File: config.mk
export PLATFORM = sky130hd
export DESIGN_NAME = pkt_router_nport_flat
export DESIGN_NICKNAME = d
export VERILOG_FILES = /design/src/rtl/router_pkg.sv /design/src/rtl/pkt_router_nport_if.sv /design/src/rtl/router_fifo.sv /design/src/rtl/pkt_router_nport.sv /design/src/flat_wrapper.sv
export SDC_FILE = /design/constraint.sdc
export NUM_CORES = 1
export LEC_CHECK = 0
export BUFFER_PORTS_ARGS = -buffer_cell sky130_fd_sc_hd__clkbuf_2
export CAP_MARGIN = 15
export CORE_UTILIZATION = 45
export DETAILED_ROUTE_END_ITERATION = 16
export MAX_ROUTING_LAYER = met4
export PLACE_DENSITY_LB_ADDON = 0.08
export SYNTH_ARGS = -nofsm -noshare
export SYNTH_HDL_FRONTEND = slang
export SYNTH_SLANG_ARGS = --single-unit
File: constraint.sdc
create_clock -name clk -period 5.7 [get_ports clk]
set_input_delay 1.425 -clock clk [delete_from_list [all_inputs] [get_ports clk]]
set_output_delay 1.425 -clock clk [all_outputs]
set_load 0.05 [all_outputs]
File: src/rtl/router_pkg.sv
// rtl/router_pkg.sv - shared packet types, field offsets and parity helper for the router
package router_pkg;

   typedef enum logic [1:0] {
      UNICAST = 2'b00,
      BCAST   = 2'b01,
      NULL    = 2'b10,
      RSVD    = 2'b11
   } pkt_type_e;

   // Packet layout, LSB first: dest, type (2 bits), payload, parity.
   function automatic int type_lsb(input int addr_w);
      return addr_w;
   endfunction

   function automatic int payload_lsb(input int addr_w);
      return addr_w + 2;
   endfunction

   function automatic int parity_pos(input int addr_w, input int data_w);
      return addr_w + 2 + data_w;
   endfunction

   function automatic int pkt_width(input int addr_w, input int data_w);
      return parity_pos(addr_w, data_w) + 1;
   endfunction

   // Even-parity bit for the given field: makes the total count of ones even.
   function automatic logic calc_parity(input logic [63:0] bits);
      return ^bits;
   endfunction

endpackage

File: src/rtl/pkt_router_nport_if.sv
// rtl/pkt_router_nport_if.sv - packet input and per-port output bundle of the router
interface pkt_router_nport_if #(
   parameter int NPORT  = 4,
   parameter int DATA_W = 8
);
   import router_pkg::*;

   localparam int ADDR_W = $clog2(NPORT);
   localparam int PKT_W  = pkt_width(ADDR_W, DATA_W);

   logic [PKT_W-1:0]        in_packet;
   logic                    in_valid;
   logic                    in_ready;
   logic [NPORT-1:0]        out_valid;
   logic [NPORT-1:0]        out_ready;
   logic [NPORT*DATA_W-1:0] out_data;
   logic [15:0]             drop_cnt;
   logic [15:0]             pkt_cnt;

   modport master (
      output in_packet, in_valid, out_ready,
      input  in_ready, out_valid, out_data, drop_cnt, pkt_cnt
   );

   modport slave (
      input  in_packet, in_valid, out_ready,
      output in_ready, out_valid, out_data, drop_cnt, pkt_cnt
   );

endinterface

File: src/rtl/router_fifo.sv
// rtl/router_fifo.sv - single-clock output FIFO with wrap-bit pointers
module router_fifo #(
   parameter int DATA_W = 8,
   parameter int DEPTH  = 4
) (
   input  logic              clk,
   input  logic              rst,
   input  logic              push,
   input  logic [DATA_W-1:0] data_in,
   output logic              full,
   input  logic              pop,
   output logic [DATA_W-1:0] data_out,
   output logic              empty
);
   localparam int AW = $clog2(DEPTH);
   localparam logic [AW:0] PTR_ONE = (AW + 1)'(1);

   logic [AW:0]       wr_ptr_q, wr_ptr_d;
   logic [AW:0]       rd_ptr_q, rd_ptr_d;
   logic [DATA_W-1:0] mem_q [DEPTH];
   logic              do_push, do_pop;

   assign empty    = (wr_ptr_q == rd_ptr_q);
   assign full     = (wr_ptr_q[AW] != rd_ptr_q[AW]) && (wr_ptr_q[AW-1:0] == rd_ptr_q[AW-1:0]);
   assign do_push  = push && !full;
   assign do_pop   = pop && !empty;
   assign data_out = mem_q[rd_ptr_q[AW-1:0]];

   // Pointer advance; push and pop in the same cycle both take effect.
   always_comb begin
      wr_ptr_d = wr_ptr_q;
      rd_ptr_d = rd_ptr_q;
      if (do_push) wr_ptr_d = wr_ptr_q + PTR_ONE;
      if (do_pop)  rd_ptr_d = rd_ptr_q + PTR_ONE;
   end

   // Pointer registers; reset empties the FIFO at once.
   always_ff @(posedge clk or negedge rst) begin
      if (!rst) begin
         wr_ptr_q <= '0;
         rd_ptr_q <= '0;
      end else begin
         wr_ptr_q <= wr_ptr_d;
         rd_ptr_q <= rd_ptr_d;
      end
   end

   // Storage array; contents are meaningless while empty so it carries no reset.
   always_ff @(posedge clk) begin
      if (do_push) mem_q[wr_ptr_q[AW-1:0]] <= data_in;
   end

endmodule

File: src/rtl/pkt_router_nport.sv
// rtl/pkt_router_nport.sv - parity-checked unicast/broadcast router into per-port FIFOs
module pkt_router_nport
   import router_pkg::*;
#(
   parameter int NPORT  = 4,
   parameter int DATA_W = 8,
   parameter int DEPTH  = 4
) (
   input  logic              clk,
   input  logic              rst,
   pkt_router_nport_if.slave bus
);
   localparam int          ADDR_W   = $clog2(NPORT);
   localparam int          TYPE_LSB = type_lsb(ADDR_W);
   localparam int          PAY_LSB  = payload_lsb(ADDR_W);
   localparam int          PAR_POS  = parity_pos(ADDR_W, DATA_W);
   localparam logic [15:0] CNT_MAX  = 16'hFFFF;

   logic [ADDR_W-1:0]       dest;
   pkt_type_e               ptype;
   logic [DATA_W-1:0]       payload;
   logic                    par_ok;
   logic [NPORT-1:0]        full, empty, push_vec, pop_vec;
   logic [NPORT*DATA_W-1:0] out_data;
   logic                    in_ready, count_pkt, count_drop;
   logic [15:0]             pkt_cnt_q, pkt_cnt_d;
   logic [15:0]             drop_cnt_q, drop_cnt_d;

   assign dest    = bus.in_packet[ADDR_W-1:0];
   assign ptype   = pkt_type_e'(bus.in_packet[TYPE_LSB +: 2]);
   assign payload = bus.in_packet[PAY_LSB +: DATA_W];
   assign par_ok  = (bus.in_packet[PAR_POS] == calc_parity(64'(bus.in_packet[PAR_POS-1:0])));

   // Decode: ready depends only on the packet and the full flags, never on out_ready.
   // A bad parity bit overrides whatever the type field says.
   always_comb begin
      in_ready   = 1'b1;
      push_vec   = '0;
      count_pkt  = 1'b0;
      count_drop = 1'b0;
      if (!par_ok) begin
         count_drop = bus.in_valid;
      end else begin
         case (ptype)
            UNICAST: begin
               in_ready = !full[dest];
               if (bus.in_valid && !full[dest]) begin
                  push_vec[dest] = 1'b1;
                  count_pkt      = 1'b1;
               end
            end
            BCAST: begin
               // All-or-nothing: one full port holds the whole broadcast back.
               in_ready = ~|full;
               if (bus.in_valid && ~|full) begin
                  push_vec  = '1;
                  count_pkt = 1'b1;
               end
            end
            RSVD:    count_drop = bus.in_valid;
            default: ;
         endcase
      end
   end

   // Saturating statistics counters.
   always_comb begin
      pkt_cnt_d  = pkt_cnt_q;
      drop_cnt_d = drop_cnt_q;
      if (count_pkt && pkt_cnt_q != CNT_MAX)   pkt_cnt_d  = pkt_cnt_q + 16'd1;
      if (count_drop && drop_cnt_q != CNT_MAX) drop_cnt_d = drop_cnt_q + 16'd1;
   end

   // Counter registers.
   always_ff @(posedge clk or negedge rst) begin
      if (!rst) begin
         pkt_cnt_q  <= '0;
         drop_cnt_q <= '0;
      end else begin
         pkt_cnt_q  <= pkt_cnt_d;
         drop_cnt_q <= drop_cnt_d;
      end
   end

   for (genvar p = 0; p < NPORT; p++) begin : g_port
      assign pop_vec[p] = !empty[p] && bus.out_ready[p];

      router_fifo #(
         .DATA_W (DATA_W),
         .DEPTH  (DEPTH)
      ) u_fifo (
         .clk      (clk),
         .rst      (rst),
         .push     (push_vec[p]),
         .data_in  (payload),
         .full     (full[p]),
         .pop      (pop_vec[p]),
         .data_out (out_data[p*DATA_W +: DATA_W]),
         .empty    (empty[p])
      );
   end

   assign bus.in_ready  = in_ready;
   assign bus.out_valid = ~empty;
   assign bus.out_data  = out_data;
   assign bus.pkt_cnt   = pkt_cnt_q;
   assign bus.drop_cnt  = drop_cnt_q;

endmodule

File: src/flat_wrapper.sv
// flat-port wrapper written by rule: the top's interface ports become plain ports
module pkt_router_nport_flat import router_pkg::*;
#(
   parameter int NPORT  = 4,
   parameter int DATA_W = 8,
   parameter int DEPTH  = 4
)
  (clk, rst, bus_in_packet, bus_in_valid, bus_out_ready, bus_in_ready, bus_out_valid, bus_out_data, bus_drop_cnt, bus_pkt_cnt);
  pkt_router_nport_if #(.NPORT(NPORT), .DATA_W(DATA_W)) bus_i ();
  input  logic clk;
  input  logic rst;
  input wire logic [$bits(bus_i.in_packet)-1:0] bus_in_packet;
  input wire logic [$bits(bus_i.in_valid)-1:0] bus_in_valid;
  input wire logic [$bits(bus_i.out_ready)-1:0] bus_out_ready;
  output wire logic [$bits(bus_i.in_ready)-1:0] bus_in_ready;
  output wire logic [$bits(bus_i.out_valid)-1:0] bus_out_valid;
  output wire logic [$bits(bus_i.out_data)-1:0] bus_out_data;
  output wire logic [$bits(bus_i.drop_cnt)-1:0] bus_drop_cnt;
  output wire logic [$bits(bus_i.pkt_cnt)-1:0] bus_pkt_cnt;
  assign bus_i.in_packet = bus_in_packet;
  assign bus_i.in_valid = bus_in_valid;
  assign bus_i.out_ready = bus_out_ready;
  assign bus_in_ready = bus_i.in_ready;
  assign bus_out_valid = bus_i.out_valid;
  assign bus_out_data = bus_i.out_data;
  assign bus_drop_cnt = bus_i.drop_cnt;
  assign bus_pkt_cnt = bus_i.pkt_cnt;
  pkt_router_nport #(.NPORT(NPORT), .DATA_W(DATA_W), .DEPTH(DEPTH)) u_core (.clk(clk), .rst(rst), .bus(bus_i));
endmodule
* Yosys cells after proc, flatten, opt, wreduce, memory -nomap -nowiden *
Memories as Yosys holds them, arrays and structs flattened.
Index checks and enable logic that the tools add are counted.

cells by class
  add/subtract/negate cells = 10
  multiply operators = 0
  div/mod/pow operators = 0
  order comparisons = 2
  eq/ne operators = 17
  shift-type cells = 0
  multiplexer cells = 24
  bitwise logic cells = 1
  reduce and logical (&&, ||, !) cells = 34

operators with widths
  cell                                                                          number
  64-bit XOR reduction                                                          1
  16-bit by 1-bit adder with 16-bit output, second input constant               2
  16-bit != test, second input constant                                         2
  3-bit by 1-bit adder with 3-bit output, second input constant                 8
  1-bit logical AND                                                             21
  1-bit two-way mux                                                             16
  3-bit equality test                                                           4
  4-bit two-way mux                                                             3
  1-bit logical NOT                                                             10
  2-bit equality test                                                           4
  4-bit case mux with 2 select lines                                            1
  1-bit != test                                                                 4
  4-bit inverter                                                                1
  1-bit case mux with 2 select lines                                            2
  4-bit OR reduction                                                            1
  2-bit by 3-bit less-than comparator with 1-bit output, second input constant  1
  1-bit binary-select mux with 2-bit select                                     1
  1-bit demux with 2-bit select                                                 1
  2-bit by 1-bit equality test with 1-bit output, second input constant         1
  2-bit equality test, second input constant                                    1
  2-bit by 1-bit >= comparator with 1-bit output, second input constant         1
  2-bit logical NOT                                                             1
  1-bit equality test                                                           1

word-level totals
  register bits = 56
  latch bits = 0
  memory bits (writable) = 128
  bits in read-only memories = 0
  bits of input ports = 20
  output and inout port bits = 69
  word-level logic and storage cells = 102
  memories = 4

memories
  name                           depth  bits a word  rd ports  clocked after Yosys merged registers in  write ports  RTL line           source
  u_core.g_port[0].u_fifo.mem_q  4      8            1         0                                        1            router_fifo.sv:20  logic [DATA_W-1:0] mem_q [DEPTH];
  u_core.g_port[1].u_fifo.mem_q  4      8            1         0                                        1            router_fifo.sv:20
  u_core.g_port[2].u_fifo.mem_q  4      8            1         0                                        1            router_fifo.sv:20
  u_core.g_port[3].u_fifo.mem_q  4      8            1         0                                        1            router_fifo.sv:20

* Longest topological paths before layout *
  word-level depth = 12
  mapped depth = 10
  gate-level depth less buffers = 8

* Modules after synthesis *
From an unflattened synthesis, not the netlist that was laid out.

second synthesis, totals
  cell total of the unflattened synthesis = 543
  area total of the unflattened synthesis = 8,488.1 um^2

by module, submodules not included
  module                                      times used  cells each  area each (um^2)  seq. area each (um^2)
  router_fifo at u_core.g_port[0].u_fifo ...  2           90          1,629.1           1,111.1
  pkt_router_nport                            1           183         1,874.3           800.8
  router_fifo at u_core.g_port[2].u_fifo      1           90          1,695.4           1,111.1
  router_fifo at u_core.g_port[3].u_fifo      1           90          1,660.3           1,111.1

* Worst setup path after synthesis *
Ideal clock, no wire load.

  path kind = input port to output port
  start = input port bus_in_packet[0]
  end = output port bus_in_ready
  arrival time = 2.882 ns
  data required time = 4.275 ns
  setup slack = 1.393 ns
  stages = 6
  buffers on the path = 0
  path through = inv_1 -> ha_1 -> xnor2_1 -> xnor2_1 -> xnor3_1 -> nand3_1

on the way
  cells in the longest elaborated chain, start to end = 5
  elaborated cells on any way between the ends = 7
  those cells by class = 1 x eq/ne; 4 x mux; 2 x reduce/logical

RTL lines
  element                                    RTL line                source
  from (decl)                                flat_wrapper.sv:12      input wire logic [$bits(bus_i.in_packet)-1:0] bus_in_packet;
  1-bit binary-select mux with 2-bit select  pkt_router_nport.sv:46  in_ready = !full[dest];
  1-bit two-way mux (not written as such)    pkt_router_nport.sv:46
  1-bit logical NOT                          pkt_router_nport.sv:46
  1-bit case mux with 2 select lines         pkt_router_nport.sv:44  case (ptype)
  1-bit two-way mux *                        pkt_router_nport.sv:41  if (!par_ok) begin
  to (decl)                                  flat_wrapper.sv:15      output wire logic [$bits(bus_i.in_ready)-1:0] bus_in_ready;

Mark *: on every way between the ends. The rest lies on a longest branch, timed or not. The select of a mux whose other input is x is not followed.

* Worst setup path in the final report *
Same ends and word-level chain as after synthesis.

==> results.toml <==
[outcome]
status = "complete, no violations"

[synthesis]
ys_dominant_reg_cell = "edfxtp_1"
synth_area_leaders = "edfxtp_1 48%, dfrtp_1 17%, mux4_1 5.5%, ha_1 4.5%, mux4_2 4.2%"
synth-seq-cells = 184
synth_edf_count = 128
synth_async_sr_flop_share_pct = 30.43
yosysTopAreaCell = "edfxtp_1"
synth_area_um2 = 8064
syn_nets = 518
yosys_warnings = 0
netlist.area_leader.share_pct = 47.66
post_synth.cell_area_avg_um2 = 17.19
synth.yosys.seq_area_share_pct = 65.04
number_of_different_library_cells_in_the_post_synthesis_netlist = 43
post_syn_instances = 469

[timing]
period_needed_ns = 4.622
actual_slew_at_the_worst_max_slew_pin_ns = 0.7369
finalCritPeriodShare_pct = 81.08
setup_viol = 0
timing.slew.headroom_pct = 50.88
timing.final.max_slew_violations = 0
hold_viol = 0
tns_ns = 0
grt_setup_unrepaired = "no"
achievable-frequency_ghz = 0.2164
hold_slack_ns = 0.4855
layout_skew_ns = 0.01081

[critical_path]
timing.critical_path.slowest_cell_delay_ns = 0.42
cp_data_arrival_time_ns = 3.20
setup.worst_path.start_class = "primary input"
timing.critical_path.max_delay_family = "XOR/XNOR gates"
worst-endpoint-required_ns = 4.28
path_class = "primary input to output pin"
critical_path_buf_inv_count = 3
crit_path_cell_trace = "clkbuf_2 -> inv_1 -> ha_1 -> xnor2_1 -> xnor2_1 -> xnor3_1 -> nand3_1 -> clkbuf_2"
critical_path.max_fanout = 5
library_cell_contributing_the_largest_single_delay_on_the_critical_path = "xnor3_1"
critPathCaptureType = "output pin"

[routing]
drc = 0
totalWireLength_mm = 14.96
via_count = 4246
drt_iter0_drc = 257
detail_route.wl_per_cell_um = 18.50
drt-vias-per-instance = 5.248
drtPass1Iterations = 4
drtAntennaViolNets = 0

[floorplanning]
row_count = 48
num_io_pins = 89
core_um2 = 17420
die_h_um = 135.9
initial_utilization_pct = 46.30
area_of_the_die_um2 = 18460
die_width_um = 135.9

[global_routing]
grt_first_pass_wirelength_mm = 24.17
grt-busiest-layer = "met2"
leftover_overflow_at_the_end_of_global_routing = 0
met1_capacity_usage_during_global_routing_pct = 22.65
globalRouteTotalUtil_pct = 18.38
grtUsageMet3_pct = 4.027
grt_max_degree = 57
grt_util_met2_pct = 30.41
number_of_global_route_vias_before_repair = 4497
antenna_violations_before_repair = 0

[cts]
clockRootBuffer = "clkbuf_16"
cts_resized = 0
htreeDepth = 4
cts.repair_timing.setup_buffer_count = 0
clock-sinks = 184
hold_buf_count_cts = 0
clk-insertion-delay-late_ns = 0.42
clockBufferDepth = 2
cts_bufs_inserted = 17
cts.clk_slew.worst_paths_ns = 0.06
clock_tree_from_tritoncts = "done"

[hold_path]
hold_crit_path_type = "flop to flop"

[layout]
fillers = 1482
area_growth_synth_to_finish_pct = 14.80
area_of_the_multi_input_gates_um2 = 2654
num-nets-final = 620
post_route_cells_drive_above_1_share_pct = 27.57
antenna_diode_count = 0
regArea_um2 = 5245

[power]
leakage_uw = 0.003615
vdd.ir_drop.worst_mv = 0.2446
power.density_nw_per_um2 = 486.5

[placement]
place_congestion = 0.8126
detailed_place_hpwl_mm = 9.975
port_buffers = 88

[flow_run]
maxCapViolCount = 0
[layout by cell type (no fill, tap or decap), drive strengths merged]
master,count
ha,29
o22ai,1
xnor2,37
nor3,14
nor2,9
mux2,11
nor2b,1
nor4bb,2
or4b,2
or2,1
xnor3,1
nand3,12
nor4,8
inv,17
clkbuf,110
dfrtp,56
o2111ai,1
nor3b,1
nand4b,2
clkinv,1
edfxtp,128
a21oi,5
buf,7
and3,5
clkinvlp,7
o31ai,2
nand2b,1
nor4b,5
mux4,32
xor2,28
nand3b,1
and2,15
nand2,23
and4,1
o41ai,2
nand4,6
[through the flow]
step | setup WS (ns) | area [um^2] | total power (uW) | std cells | util (%)
4_1_cts | 1.082 | 9258 | 4566 | 809 | 53.15
2_1_floorplan | 1.393 | 8064 | 3170 | 469 | -
3_5_place_dp | 1.048 | 8730 | 3508 | 777 | 50.12
5_1_grt | 0.9665 | 9258 | 4743 | 809 | 53.15
6_report | 1.078 | 9258 | 4504 | 809 | 53.15
3_3_place_gp | 1.186 | 8730 | 3487 | 777 | 50.12
[power by group]
group          internal (uW)  switching (uW)
registers               1560             264
clock network            570             481
logic                    559            1070
[state kept, by name, summed over array words and instances (netlist names)]
| register | count |
|---|---|
| u_core.g_port.u_fifo.rd_ptr_q | 12 |
| u_core.bus.drop_cnt | 16 |
| u_core.g_port.u_fifo.wr_ptr_q | 12 |
| u_core.g_port.u_fifo.mem_q | 128 |
| u_core.bus.pkt_cnt | 16 |
[cell type report]
class / instances / area share, %
sequential: 184 / 56.66
multi-input combinational: 258 / 28.67
timing repair buffer: 95 / 5.325
clock buffer: 22 / 4.906
tap: 225 / 3.041
clock inverter: 10 / 0.7974
inverter: 15 / 0.6082
[path summary, 6_finish.rpt]
check | slack (ns) | from | endpoint | cells after the start
max | 1.08 | bus_in_packet[0] | bus_in_ready | 8
min | 0.49 | u_core.g_port[1].u_fifo.wr_ptr_q[2] | u_core.g_port[1].u_fifo.wr_ptr_q[2] | 1
max reg2reg | 2.13 | u_core.g_port[1].u_fifo.rd_ptr_q[0] | u_core.g_port[3].u_fifo.mem_q[0][2] | 6
min reg2reg | 0.49 | u_core.g_port[1].u_fifo.wr_ptr_q[2] | u_core.g_port[1].u_fifo.wr_ptr_q[2] | 1
max in group asynchronous | 4.06 | rst | u_core.g_port[3].u_fifo.wr_ptr_q[0] | 2
min in group asynchronous | 1.14 | rst | u_core.bus.pkt_cnt[10] | 2
[layer usage]
layer,share of wire [%],vias up
li1,-,1984
met1,45,2165
met2,51,84
met4,0.94,0
met5,0,-
met3,3.2,13
[cells in the mapped netlist, types with 2 or more instances]
library cell	n
nand4b_1	2
nand2_1	23
a21oi_1	5
and2_1	14
o41ai_1	2
xnor2_1	36
ha_1	29
edfxtp_1	128
dfrtp_1	56
nor4_1	7
mux4_2	15
o31ai_1	2
or4b_1	2
and3_1	5
nor2_1	9
mux4_1	17
xor2_2	3
buf_4	3
mux2_2	11
nand4_1	6
nor3_1	13
buf_6	7
inv_1	15
nor4b_2	4
nand3_1	12
nor4bb_1	2
xor2_1	24
clkbuf_1	2
[logic make-up (layout without fill, tap and decap cells)]
kind of cell / count (synthesis) / after routing / synth area share [%]
xor+xnor: 66 / 66 / 7.944
fa+ha+maj: 29 / 29 / 4.500
mux: 43 / 43 / 11.26
buf+inv: 27 / 142 / 2.048
simple gates: 109 / 109 / 8.084
flops: 184 / 184 / 65.04
compound gates: 11 / 11 / 1.117
(Power assumes the default switching activity.)
